File: config.mk
export PLATFORM = sky130hd
export DESIGN_NAME = demux16_seq_flat
export DESIGN_NICKNAME = d
export VERILOG_FILES = /design/src/rtl/demux16_seq_if.sv /design/src/rtl/demux16_seq.sv /design/src/flat_wrapper.sv
export SDC_FILE = /design/constraint.sdc
export NUM_CORES = 1
export LEC_CHECK = 0
export ABC_CLOCK_PERIOD_IN_PS = 1800
export CAP_MARGIN = 20
export CORE_MARGIN = 2
export CORE_UTILIZATION = 52
export DETAILED_ROUTE_END_ITERATION = 8
export GPL_TIMING_DRIVEN = 0
export PLACE_DENSITY_LB_ADDON = 0.12
export REMOVE_ABC_BUFFERS = 1
export SLEW_MARGIN = 20
export SYNTH_ARGS = -nofsm -noshare
export SYNTH_HDL_FRONTEND = slang
export SYNTH_SLANG_ARGS = --single-unit
export TNS_END_PERCENT = 100
File: constraint.sdc
create_clock -name clk -period 1.8 [get_ports clk]
set_clock_uncertainty 0.2 [all_clocks]
set_input_delay 0.36 -clock clk [delete_from_list [all_inputs] [get_ports clk]]
set_output_delay 0.36 -clock clk [all_outputs]
set_load 0.01 [all_outputs]
File: src/rtl/demux16_seq_if.sv
// Bundle of the data, strobe and result signals for the sequential 1-to-N distributor.
// The master side drives the data and strobes; the slave side returns the captured lines.
interface demux16_seq_if #(
  parameter int unsigned SEL_W = 4
);
  localparam int unsigned N = 2 ** SEL_W;

  logic             d;
  logic [SEL_W-1:0] s;
  logic             load;
  logic             start;
  logic             in_valid;
  logic [N-1:0]     f;
  logic [SEL_W-1:0] idx;
  logic             busy;
  logic             done;

  modport master (
    output d, s, load, start, in_valid,
    input  f, idx, busy, done
  );

  modport slave (
    input  d, s, load, start, in_valid,
    output f, idx, busy, done
  );
endinterface

File: src/rtl/demux16_seq.sv
// Sequential 1-to-N demultiplexer: single writes by select, or an LSB-first auto-scan
// that rebuilds a serial word into the parallel output lines.
module demux16_seq #(
  parameter int unsigned SEL_W          = 4,
  parameter bit          CLEAR_ON_START = 1'b1
) (
  input logic            clk,
  input logic            rst_n,
  demux16_seq_if.slave   bus
);
  localparam int unsigned N = 2 ** SEL_W;
  localparam logic [SEL_W-1:0] LastIdx = SEL_W'(N - 1);

  typedef enum logic [1:0] {StIdle, StScan, StDone} state_e;

  state_e           state_q;
  logic [N-1:0]     f_q;
  logic [SEL_W-1:0] idx_q;
  logic             busy_q;
  logic             done_q;

  // Every output is a flop; busy/done are updated alongside the state transition.
  always_ff @(posedge clk or negedge rst_n) begin
    if (!rst_n) begin
      state_q <= StIdle;
      f_q     <= '0;
      idx_q   <= '0;
      busy_q  <= 1'b0;
      done_q  <= 1'b0;
    end else begin
      done_q <= 1'b0;
      unique case (state_q)
        StIdle: begin
          if (bus.start) begin
            state_q <= StScan;
            idx_q   <= '0;
            busy_q  <= 1'b1;
            if (CLEAR_ON_START) f_q <= '0;
          end else if (bus.load) begin
            f_q[bus.s] <= bus.d;
          end
        end
        StScan: begin
          if (bus.in_valid) begin
            f_q[idx_q] <= bus.d;
            idx_q      <= idx_q + 1'b1;  // wraps to 0 after the last line
            if (idx_q == LastIdx) begin
              state_q <= StDone;
              busy_q  <= 1'b0;
              done_q  <= 1'b1;
            end
          end
        end
        StDone: begin
          state_q <= StIdle;
        end
        default: begin
          state_q <= StIdle;
          busy_q  <= 1'b0;
        end
      endcase
    end
  end

  assign bus.f    = f_q;
  assign bus.idx  = idx_q;
  assign bus.busy = busy_q;
  assign bus.done = done_q;
endmodule

File: src/flat_wrapper.sv
// flat-port wrapper written by rule: the top's interface ports become plain ports
module demux16_seq_flat 
#(
  parameter int unsigned SEL_W          = 4,
  parameter bit          CLEAR_ON_START = 1'b1
)
  (clk, rst_n, bus_d, bus_s, bus_load, bus_start, bus_in_valid, bus_f, bus_idx, bus_busy, bus_done);
  demux16_seq_if #(.SEL_W(SEL_W)) bus_i ();
  input logic clk;
  input logic rst_n;
  input wire logic [$bits(bus_i.d)-1:0] bus_d;
  input wire logic [$bits(bus_i.s)-1:0] bus_s;
  input wire logic [$bits(bus_i.load)-1:0] bus_load;
  input wire logic [$bits(bus_i.start)-1:0] bus_start;
  input wire logic [$bits(bus_i.in_valid)-1:0] bus_in_valid;
  output wire logic [$bits(bus_i.f)-1:0] bus_f;
  output wire logic [$bits(bus_i.idx)-1:0] bus_idx;
  output wire logic [$bits(bus_i.busy)-1:0] bus_busy;
  output wire logic [$bits(bus_i.done)-1:0] bus_done;
  assign bus_i.d = bus_d;
  assign bus_i.s = bus_s;
  assign bus_i.load = bus_load;
  assign bus_i.start = bus_start;
  assign bus_i.in_valid = bus_in_valid;
  assign bus_f = bus_i.f;
  assign bus_idx = bus_i.idx;
  assign bus_busy = bus_i.busy;
  assign bus_done = bus_i.done;
  demux16_seq #(.SEL_W(SEL_W), .CLEAR_ON_START(CLEAR_ON_START)) u_core (.clk(clk), .rst_n(rst_n), .bus(bus_i));
endmodule
==> metrics, run 1 <==
Largest stage delay, worst path 0.54 ns; DP Area 1950 um^2; CTS Buf Count 3; antenna violations before repair 0; placed instance count 252; die width 60.8 um; Mapped Cells 193; row cnt 20; gpl congestion 0.851; Clock Tree Root clkbuf_4; Leak 1.11 nW; fin. max-slew vios 0; Slew headroom 0.578; CTS max path bufs 2; min-delay src u_core.bus.f[14]; CTS clk-pin slew, worst paths 0.14 ns; Setup WS post-layout 0.0598 ns; Unique masters post-synth 37; core area 3050 um^2; Ys Warns 0; MaxCap Viol Count 0; nets 240; EDFF count, synth 0; Compound-Gate Fraction of Synth Area 0.286; I/O Buffers 31; Adder-Cell Fraction of Synth Area 0.0298; Detailed Place HPWL 3280 um; CP Launch Type flip-flop; syn_area_per_cell 8.69 um^2; pre-CTS setup slack -1.00 ns; Worst setup EP type flip-flop; total gr overflow 0; Hold Slack 0.315 ns; Max Fclk 575 MHz; mux share of post-synthesis cell area 0.0485; clk sinks 24; largest family of logic cells by synthesized area compound AO/OA/AOI/OAI gates; post-DR wirelength/cell 18.6 um; largest net degree at the start of global routing 30; run status complete, no violations; Arr. time, crit path 1.81 ns; ANT nets after route 0; Pre-antenna DRT Iters 4; Vias 1745; fin cells 268; Post-Synth Simple-Gate Area 0.201; reg2reg start u_core.state_q[1]; Worst Tran Pin Value 0.634 ns; WP data required 1.87 ns; CTS tree done; DRC errors left 0; first-pass GRT wire length 7970 um; vias in the first global route 1622; critical path's top delay family flip-flops; 1st-iter DRT viols 123; layout cells sized above 1 0.210; H-tree depth 1; RSZ-0062 raised after global routing true; Post-Syn Area 1680 um^2; count of endpoints failing setup in the final report 0; DR vias/cell 6.51; # IOs 32; CP Launch Point u_core.state_q[1]; crit path cell chain nor2b_4, nand3_1, o22ai_1, mux2i_1; final hold vios 0; CP bufs+invs 0; Final Cycle Share 0.967; Setup TNS Final 0 ns; P per Cell Area 1250 nW/um^2; final instance area 2220 um^2; Inserted Diodes 0; P&R area growth vs syn 32.4%; hold crit path type reg2reg; ys async rst share 1.00; Die Ht 60.8 um; Main synth FF type dfrtp_1; slowest stage cell on the critical path dfrtp_2; CP Class reg2reg; Die ar. 3700 um^2; gr usage total 0.292; Synth Area in XOR/XNOR 0; min Tclk post-route 1.74 ns; Max VDD drop 875 uV; Initial Utilization 0.550; clk_lat worst skew 0.33 ns; Post-Route WL 4970 um; Seq/Total Area, Yosys 0.358; Crit Path Max Fanout 12; Yosys reg bits 24
==> power breakdown <==
group | switching (mW) | total (mW) | internal (mW)
registers | 0.115 | 0.852 | 0.737
clock network | 0.169 | 0.247 | 0.0786
logic | 0.924 | 1.68 | 0.760
==> worst register-to-register path, stage by stage, from the launching register on <==
cell	delay [ns]
dfrtp_2	0.54
nor2b_4	0.28
nand3_1	0.19
o22ai_1	0.26
mux2i_1	0.20
==> cell usage after synthesis (2+ instances only) <==
library cell	instances	area [um^2]
nand4_1	4	25.0
buf_2	11	55.1
buf_6	2	22.5
nor4b_1	4	35.0
o21ai_0	11	55.1
a211oi_1	6	45.0
ha_1	4	50.1
o31ai_1	9	67.6
nand2b_1	6	37.5
nor3_1	3	15.0
dfrtp_1	24	601
o221ai_1	8	70.1
o22ai_1	7	43.8
buf_1	2	7.51
nand2_1	9	33.8
nor4_1	4	25.0
a31oi_1	7	43.8
nor2b_1	7	43.8
a22o_1	4	35.0
inv_1	11	41.3
a21oi_1	11	55.1
nand3b_1	2	15.0
nand3_1	2	10.0
mux2i_1	7	70.1
nor2_1	14	52.6
a311oi_1	2	17.5
or2_2	2	12.5
==> final cells by class <==
cell class                      instances  area (um^2)
Clock buffer                            3         22.5
Fill cell                             248          832
Inverter                               11         41.3
Multi-Input combinational cell        143         1050
Sequential cell                        24          608
Tap cell                               44         55.1
Timing Repair Buffer                   43          448
==> cell families (layout without fill, tap and decap cells) <==
kind of cell | Yosys count | after routing
and+or+nand+nor | 60 | 61
buffers and inverters | 27 | 57
adders and majority gates | 4 | 4
DFF | 24 | 24
muxes | 8 | 8
AOI/OAI and AO/OA | 70 | 70
==> final timing paths <==
| path | to | cells past startpoint | slack [ns] |
|---|---|---|---|
| worst max-delay path | u_core.bus.f[7] | 4 | 0.06 |
| worst min-delay path | u_core.bus.f[14] | 2 | 0.31 |
| max in group asynchronous | u_core.bus.idx[1] | 2 | 0.67 |
| min in group asynchronous | u_core.bus.f[7] | 2 | 0.33 |
| worst max register to register | u_core.bus.f[7] | 4 | 0.06 |
| worst min register to register | u_core.bus.f[14] | 2 | 0.31 |
==> layout by cell type, fill, tap and decap left out, drive strengths merged, types with 6 or more instances in the layout <==
master,instances
mux2i,7
o22ai,7
dlymetal6s2s,19
dlygate4sd2,9
o31ai,9
o221ai,8
nor2,14
nand2b,6
a31oi,7
a21oi,11
dfrtp,24
o21ai,12
inv,11
buf,12
nand2,9
nor2b,9
a211oi,6
==> layer usage <==
metal,vias up,GRT usage,share of wire
met3,13,0.0299,0.054
met1,867,0.402,0.42
met2,65,0.487,0.50
met5,-,0,0
li1,800,-,-
met4,0,0.0870,0.022
==> per-stage QoR <==
stage	total power, mW	util
after floorplan	1.72	-
after global placement	2.34	0.640
after detailed placement	2.37	0.640
after CTS	2.73	0.682
after global routing	3.00	0.727
final	2.78	0.727
==> repair_timing <==
item / CTS / global route
pin swaps: 1 / 2
setup buffers: 8 / 3
gates cloned: 1 / 0
endpoints found under the hold margin: 0 / 24
hold buffers: 0 / 1
gates resized for setup: 24 / 34
endpoints found under the setup margin: 28 / 35
==> sequential cells by signal (all words and copies together) (netlist names) <==
name and flops:
u_core.bus.idx 4, u_core.bus.f 16, u_core.state_q 2, u_core.bus.busy 1
u_core.bus.done 1
No activity file was read; power rests on OpenSTA's default activity.
==> inputs of run 2 (changes only) <==
- ABC_AREA: default -> 1
- CORE_UTILIZATION: 52 -> 35
==> run 2 against run 1 <==
Compared with the run above:
- design area is 11% higher
- combinational power about the same
- global-route usage decreased by 9.6 points
- via count rose by 18%
- critical endpoint is now bus_f[3]
- highest routed layer unchanged
==> metrics, run 2 <==
H-tree depth 1 (unchanged); Pint 1.48 mW (-6.0%); core area 5170 um^2 (+69%); first-pass GRT wire length 9450 um (+19%); Post-Route WL 5590 um (+12%); FILL cells 545 (+120%); DR vias/cell 4.83 (-26%); hold crit path type reg2reg; CP Launch Type flip-flop; Yosys reg bits 24 (unchanged); Register-to-Register Path Depth 9 (+5); largest net degree at the start of global routing 33 (+10%); count of endpoints failing setup in the final report 0 (unchanged); ys async rst share 1.00 (unchanged); Synth area leaders dfrtp_1 (32%), nand2_1 (30%), nor2_1 (9.7%), inv_1 (4.4%), nand3_1 (4.0%); Die ar. 6010 um^2 (+63%); slowest stage cell on the critical path clkdlybuf4s50_1; Worst Tran Pin Value 0.566 ns (-0.0675 ns); Detailed Place HPWL 3640 um (+11%); switching share of power 0.480 (+0.0464); I/O Buffers 31 (unchanged); Max Fclk 572 MHz (-0.54%); CTS clk-pin slew, worst paths 0.10 ns (-0.04 ns); layout cells sized above 1 0.115 (-0.0950); final hold vios 0 (unchanged); Largest register FFs 16 (unchanged); Ys Warns 0 (unchanged); Leak 1.23 nW (+10%); P per Cell Area 1150 nW/um^2 (-7.9%); CP bufs+invs 1 (+1); Initial Utilization 0.366 (-0.184); Mapped Cells 325 (+68%); most common cell after layout, fill and taps aside nand2_1; Post-Syn Area 1890 um^2 (+13%); clk_lat worst skew 0.28 ns (-0.05 ns); Inserted Diodes 0 (unchanged); Largest stage delay, worst path 0.55 ns (about the same); min Tclk post-route 1.75 ns (+0.00938 ns); Slew headroom 0.623 (+0.0450); Reg power frac 0.263 (-0.043); Worst setup EP type primary output; antenna violations before repair 0 (unchanged); clock share of power 0.142 (+0.053); Final Cycle Share 0.972 (+0.00521); placed instance count 412 (+63%); ANT nets after route 0 (unchanged); Unique masters post-synth 20 (-46%); Clock Tree Root clkbuf_8; fin cells 427 (+59%); Vias 2063 (+18%); total gr overflow 0 (unchanged); fin. max-slew vios 0 (unchanged); EDFF count, synth 0 (unchanged); CTS tree done; 1st-iter DRT viols 139 (+13%); DRC errors left 0 (unchanged); Seq/Total Area, Yosys 0.317 (-0.0407); Die Ht 77.5 um (+28%); # IOs 32 (unchanged); commonest non-fill, non-tap cells in the layout nand2_1 (151), nor2_1 (38), inv_1 (21), clkdlybuf4s50_1 (21), dfrtp_1 (20); reg2reg start u_core.state_q[0]; WHS Endpoint u_core.bus.busy; Crit Path Max Fanout 2 (-10); Main synth FF type dfrtp_1; clk sinks 24 (unchanged); Net Sw Power 1.37 mW (+13%); Hold Crit Depth 2 (unchanged); most instantiated cells after synthesis nand2_1 (153), nor2_1 (49), dfrtp_1 (24); RSZ-0062 raised after global routing true; Max VDD drop 722 uV (-17%); CTS max path bufs 2 (unchanged); min-delay src u_core.bus.busy; CP Class reg2out; vias in the first global route 1919 (+18%); run status complete, no violations; top-area cell type share of the netlist area 0.317 (-0.0407); R2R setup slack 0.12 ns (+0.06 ns); post-synth top area cell dfrtp_1; row cnt 26 (+30%); RR Endpoint u_core.bus.busy; Comb pwr share 0.594 (-0.011); die width 77.5 um (+28%); CTS Buf Count 3 (unchanged); Arr. time, crit path 1.19 ns (-0.62 ns); post-DR wirelength/cell 13.1 um (-29%); crit path cell chain clkdlybuf4s50_1; Pre-antenna DRT Iters 4 (unchanged); gpl congestion 0.895 (+5.1%); dominant cell by count in the synthesized netlist nand2_1; syn_area_per_cell 5.82 um^2 (-33%); Final Power 2.85 mW (+2.4%); MaxCap Viol Count 0 (unchanged); P&R area growth vs syn 30.5%; nets 372 (+55%); critical path's top delay family buffers and inverters; WP data required 1.24 ns (-0.63 ns); gr usage total 0.197 (-0.0959)
run 2: changes by cell type in the layout (fill, tap and decap cells not counted), sizes merged, moves of 7 or more:
cell,before,now
nand2,9,154
nor2,14,51
clkdlybuf4s50,1,21
dlymetal6s2s,19,4
nand3,2,15
inv,11,23
nor2b,9,0
o31ai,9,0
o221ai,8,0
a31oi,7,0
mux2i,7,0
o22ai,7,0
run 2: metal layers:
layer / share of wire / routed length, um / global-route usage / up-vias
li1: - / - / - / 1076
met1: 0.50 / 2810 / 0.277 / 933
met2: 0.45 / 2500 / 0.321 / 47
met3: 0.038 / 213 / 0.0233 / 7
met4: 0.012 / 65 / 0.0482 / 0
met5: 0 / 0 / 0 / -
run 2: stage by stage:
stage	instance area (um^2)	hold WS [ns]	util	setup WS, ns	TNS, ns
6_report	2470	0.284	0.478	0.0504	0
2_1_floorplan	1820	-0.136	-	-0.0822	-1.24
3_5_place_dp	2220	0.202	0.428	-0.497	-7.90
3_3_place_gp	2220	0.254	0.429	-0.463	-12.45
4_1_cts	2360	0.290	0.456	0.0188	0
5_1_grt	2470	0.309	0.478	-0.00500	-0.00500
run 2: worst min-delay path: stages, from the launching register on:
cell     delay (ns)
dfrtp_1        0.36
nand2_1        0.05
nand2_1        0.05
run 2: cell type report:
type	instances	area, um^2	area share
Tap cell	70	87.6	0.0355
Inverter	23	86.3	0.0350
Multi-Input combinational cell	266	1230	0.498
Sequential cell	24	606	0.245
Timing Repair Buffer	40	405	0.164
Clock buffer	4	55.1	0.0223
run 2: logic make-up (layout without fill, tap and decap cells):
kind of cell,Yosys count,in the layout,synth area share
flops,24,24,0.317
simple gates,226,227,0.473
buf+inv,37,67,0.0826
fa+ha+maj,4,4,0.0264
compound gates,34,35,0.101
run 2: worst max path at each step:
stage / startpoint / to / slack (ns) / depth (start not counted)
floorplan: u_core.state_q[0] / u_core.bus.f[11] / -0.08 / 7
global placement: u_core.state_q[0] / u_core.bus.f[0] / -0.46 / 7
detailed placement: u_core.state_q[0] / u_core.bus.f[9] / -0.50 / 7
CTS: bus_s[3] / u_core.bus.f[8] / 0.02 / 8
global route: u_core.bus.idx[0] / u_core.bus.busy / -0.005 / 8
finish: u_core.bus.f[3] / bus_f[3] / 0.05 / 1
run 2: power groups by stage:
stage | logic, mW | clock network, mW | registers [mW]
2_1_floorplan | 0.911 | 0 | 0.768
3_3_place_gp | 1.40 | 0 | 0.741
3_5_place_dp | 1.41 | 0 | 0.741
4_1_cts | 1.56 | 0.410 | 0.739
5_1_grt | 1.92 | 0.429 | 0.770
6_report | 1.69 | 0.406 | 0.750
run 2: what timing repair did:
| item | 4_1_cts | 5_1_grt |
|---|---|---|
| pin swaps | 2 | 3 |
| gates resized for setup | 14 | 24 |
| hold buffers | 1 | 0 |
| gates cloned | 2 | 0 |
| hold endpoints to repair | 24 | 0 |
| setup endpoints to repair | 22 | 22 |
| buffers inserted | 5 | 3 |
==> inputs of run 3 (changes only) <==
- CORE_ASPECT_RATIO: default -> 1.4
- TNS_END_PERCENT: 100 -> 50
==> run 3 against run 2 <==
Compared with the run above:
- register-to-register slack hardly changed
- worst hold slack worse by 0.0038 ns
- clock power is 17% lower
- maximum frequency increased by 0.35%
- sequential power up 2%
- final cell count decreased by 1.6%
- routed wire length grew 0.45%
- global-route usage is 0.40 points lower
- utilization is 0.64 points lower
- flip-flop and latch count unchanged
- first-iteration DRC count is 37% lower
- largest cell class unchanged
==> metrics, run 3 (same netlist as run 2, synthesis figures left out) <==
core area 5200 um^2 (+0.48%); CTS max path bufs 2 (unchanged); H-tree depth 1 (unchanged); Slew headroom 0.632 (+0.00939); Worst Tran Pin Value 0.552 ns (-0.0141 ns); fin cells 420 (-1.6%); Pre-antenna DRT Iters 4 (unchanged); Clock Tree Root clkbuf_8; Crit Path Max Fanout 2 (unchanged); Inserted Diodes 0 (unchanged); Worst setup EP type primary output; Largest stage delay, worst path 0.54 ns (about the same); Final Power 2.83 mW (-0.70%); CTS tree done; row cnt 31 (+19%); Initial Utilization 0.364 (-0.00176); Max VDD drop 504 uV (-30%); final hold vios 0 (unchanged); Die Ht 91.0 um (+17%); critical path's top delay family buffers and inverters; min-delay src u_core.bus.busy; Max Fclk 574 MHz (+0.35%); gr usage total 0.193 (-0.00398); largest net degree at the start of global routing 33 (unchanged); hold crit path type reg2reg; most common cell after layout, fill and taps aside nand2_1; run status complete, no violations; clk_lat worst skew 0.28 ns (about the same); WP data required 1.24 ns (about the same); DR vias/cell 5.03 (+4.1%); Die ar. 6020 um^2 (+0.14%); RSZ-0062 raised after global routing true; I/O Buffers 31 (unchanged); MaxCap Viol Count 0 (unchanged); P per Cell Area 1160 nW/um^2 (+0.16%); post-DR wirelength/cell 13.4 um (+2.1%); P&R area growth vs syn 29.3%; CP Launch Point u_core.bus.f[12]; layout cells sized above 1 0.105 (-0.0103); FILL cells 576 (+5.7%); total gr overflow 0 (unchanged); count of endpoints failing setup in the final report 0 (unchanged); clk sinks 24 (unchanged); vias in the first global route 1975 (+2.9%); die width 66.2 um (-15%); Largest register FFs 16 (unchanged); first-pass GRT wire length 9110 um (-3.6%); CP Launch Type flip-flop; Final Cycle Share 0.969 (-0.00339); 1st-iter DRT viols 88 (-37%); Arr. time, crit path 1.18 ns (about the same); crit path cell chain clkdlybuf4s50_1; antenna violations before repair 0 (unchanged); gpl congestion 0.865 (-3.4%); placed instance count 408 (-0.97%); CP bufs+invs 1 (unchanged); commonest non-fill, non-tap cells in the layout nand2_1 (151), nor2_1 (41), clkdlybuf4s50_1 (25), dfrtp_1 (20), inv_1 (19); Detailed Place HPWL 3580 um (-1.6%); Vias 2112 (+2.4%); nets 370 (-0.54%); min Tclk post-route 1.74 ns (-0.00611 ns); fin. max-slew vios 0 (unchanged); # IOs 32 (unchanged); CP Class reg2out; ANT nets after route 0 (unchanged); Leak 1.17 nW (-4.7%); Post-Route WL 5610 um (+0.45%); slowest stage cell on the critical path clkdlybuf4s50_1; CTS clk-pin slew, worst paths 0.09 ns (about the same); final instance area 2450 um^2 (-0.86%); DP Area 2210 um^2 (-0.23%); DRC errors left 0 (unchanged); reg2reg start u_core.state_q[0]; CTS Buf Count 3 (unchanged); Hold Slack 0.280 ns (-0.00378 ns); Final Util 0.471 (-0.00639)
## run 3: where the power goes
part           total (mW)  internal (mW)  switching, mW  leakage, nW
sequential          0.762          0.640          0.122        0.320
clock               0.339          0.151          0.188       0.0216
combinational        1.73          0.648           1.08        0.827
total                2.83           1.44           1.39         1.17
## run 3: layout make-up
type                            count  area [um^2]  area share
Timing Repair Buffer               38          367       0.150
Sequential cell                    24          606       0.247
Inverter                           23         90.1      0.0368
Clock buffer                        3         41.3      0.0169
Tap cell                           66         82.6      0.0337
Multi-Input combinational cell    266         1260       0.516
## run 3: worst paths after layout
kind / cells after the start / slack (ns) / to
worst max-delay path: 1 / 0.06 / bus_f[12]
worst min-delay path: 2 / 0.28 / u_core.bus.busy
worst max register to register: 9 / 0.12 / u_core.bus.busy
worst min register to register: 2 / 0.28 / u_core.bus.busy
max in group asynchronous: 2 / 0.61 / u_core.bus.idx[2]
min in group asynchronous: 2 / 0.39 / u_core.bus.f[2]
## run 3: timing repair
item                       CTS  global route
hold buffers                 1             0
gates resized for setup     14            22
pin swaps                    2             3
hold endpoints to repair    24             0
setup buffers                2             4
setup endpoints to repair   22            22
gates cloned                 2             0
## run 3: per-stage QoR
step,setup WS [ns],TNS [ns]
after floorplan,-0.0822,-1.24
after global placement,-0.458,-11.87
after detailed placement,-0.510,-8.04
after CTS,-0.0205,-0.0205
after global routing,-0.0497,-0.124
final,0.0565,0
## run 3: routing by layer
metal  vias to the layer above  GRT usage  part of all wire
met5                         -          0                 0
met4                         0     0.0765             0.017
met3                        11     0.0310             0.058
met2                        71      0.329              0.50
met1                       954      0.235              0.42
li1                       1076          -                 -
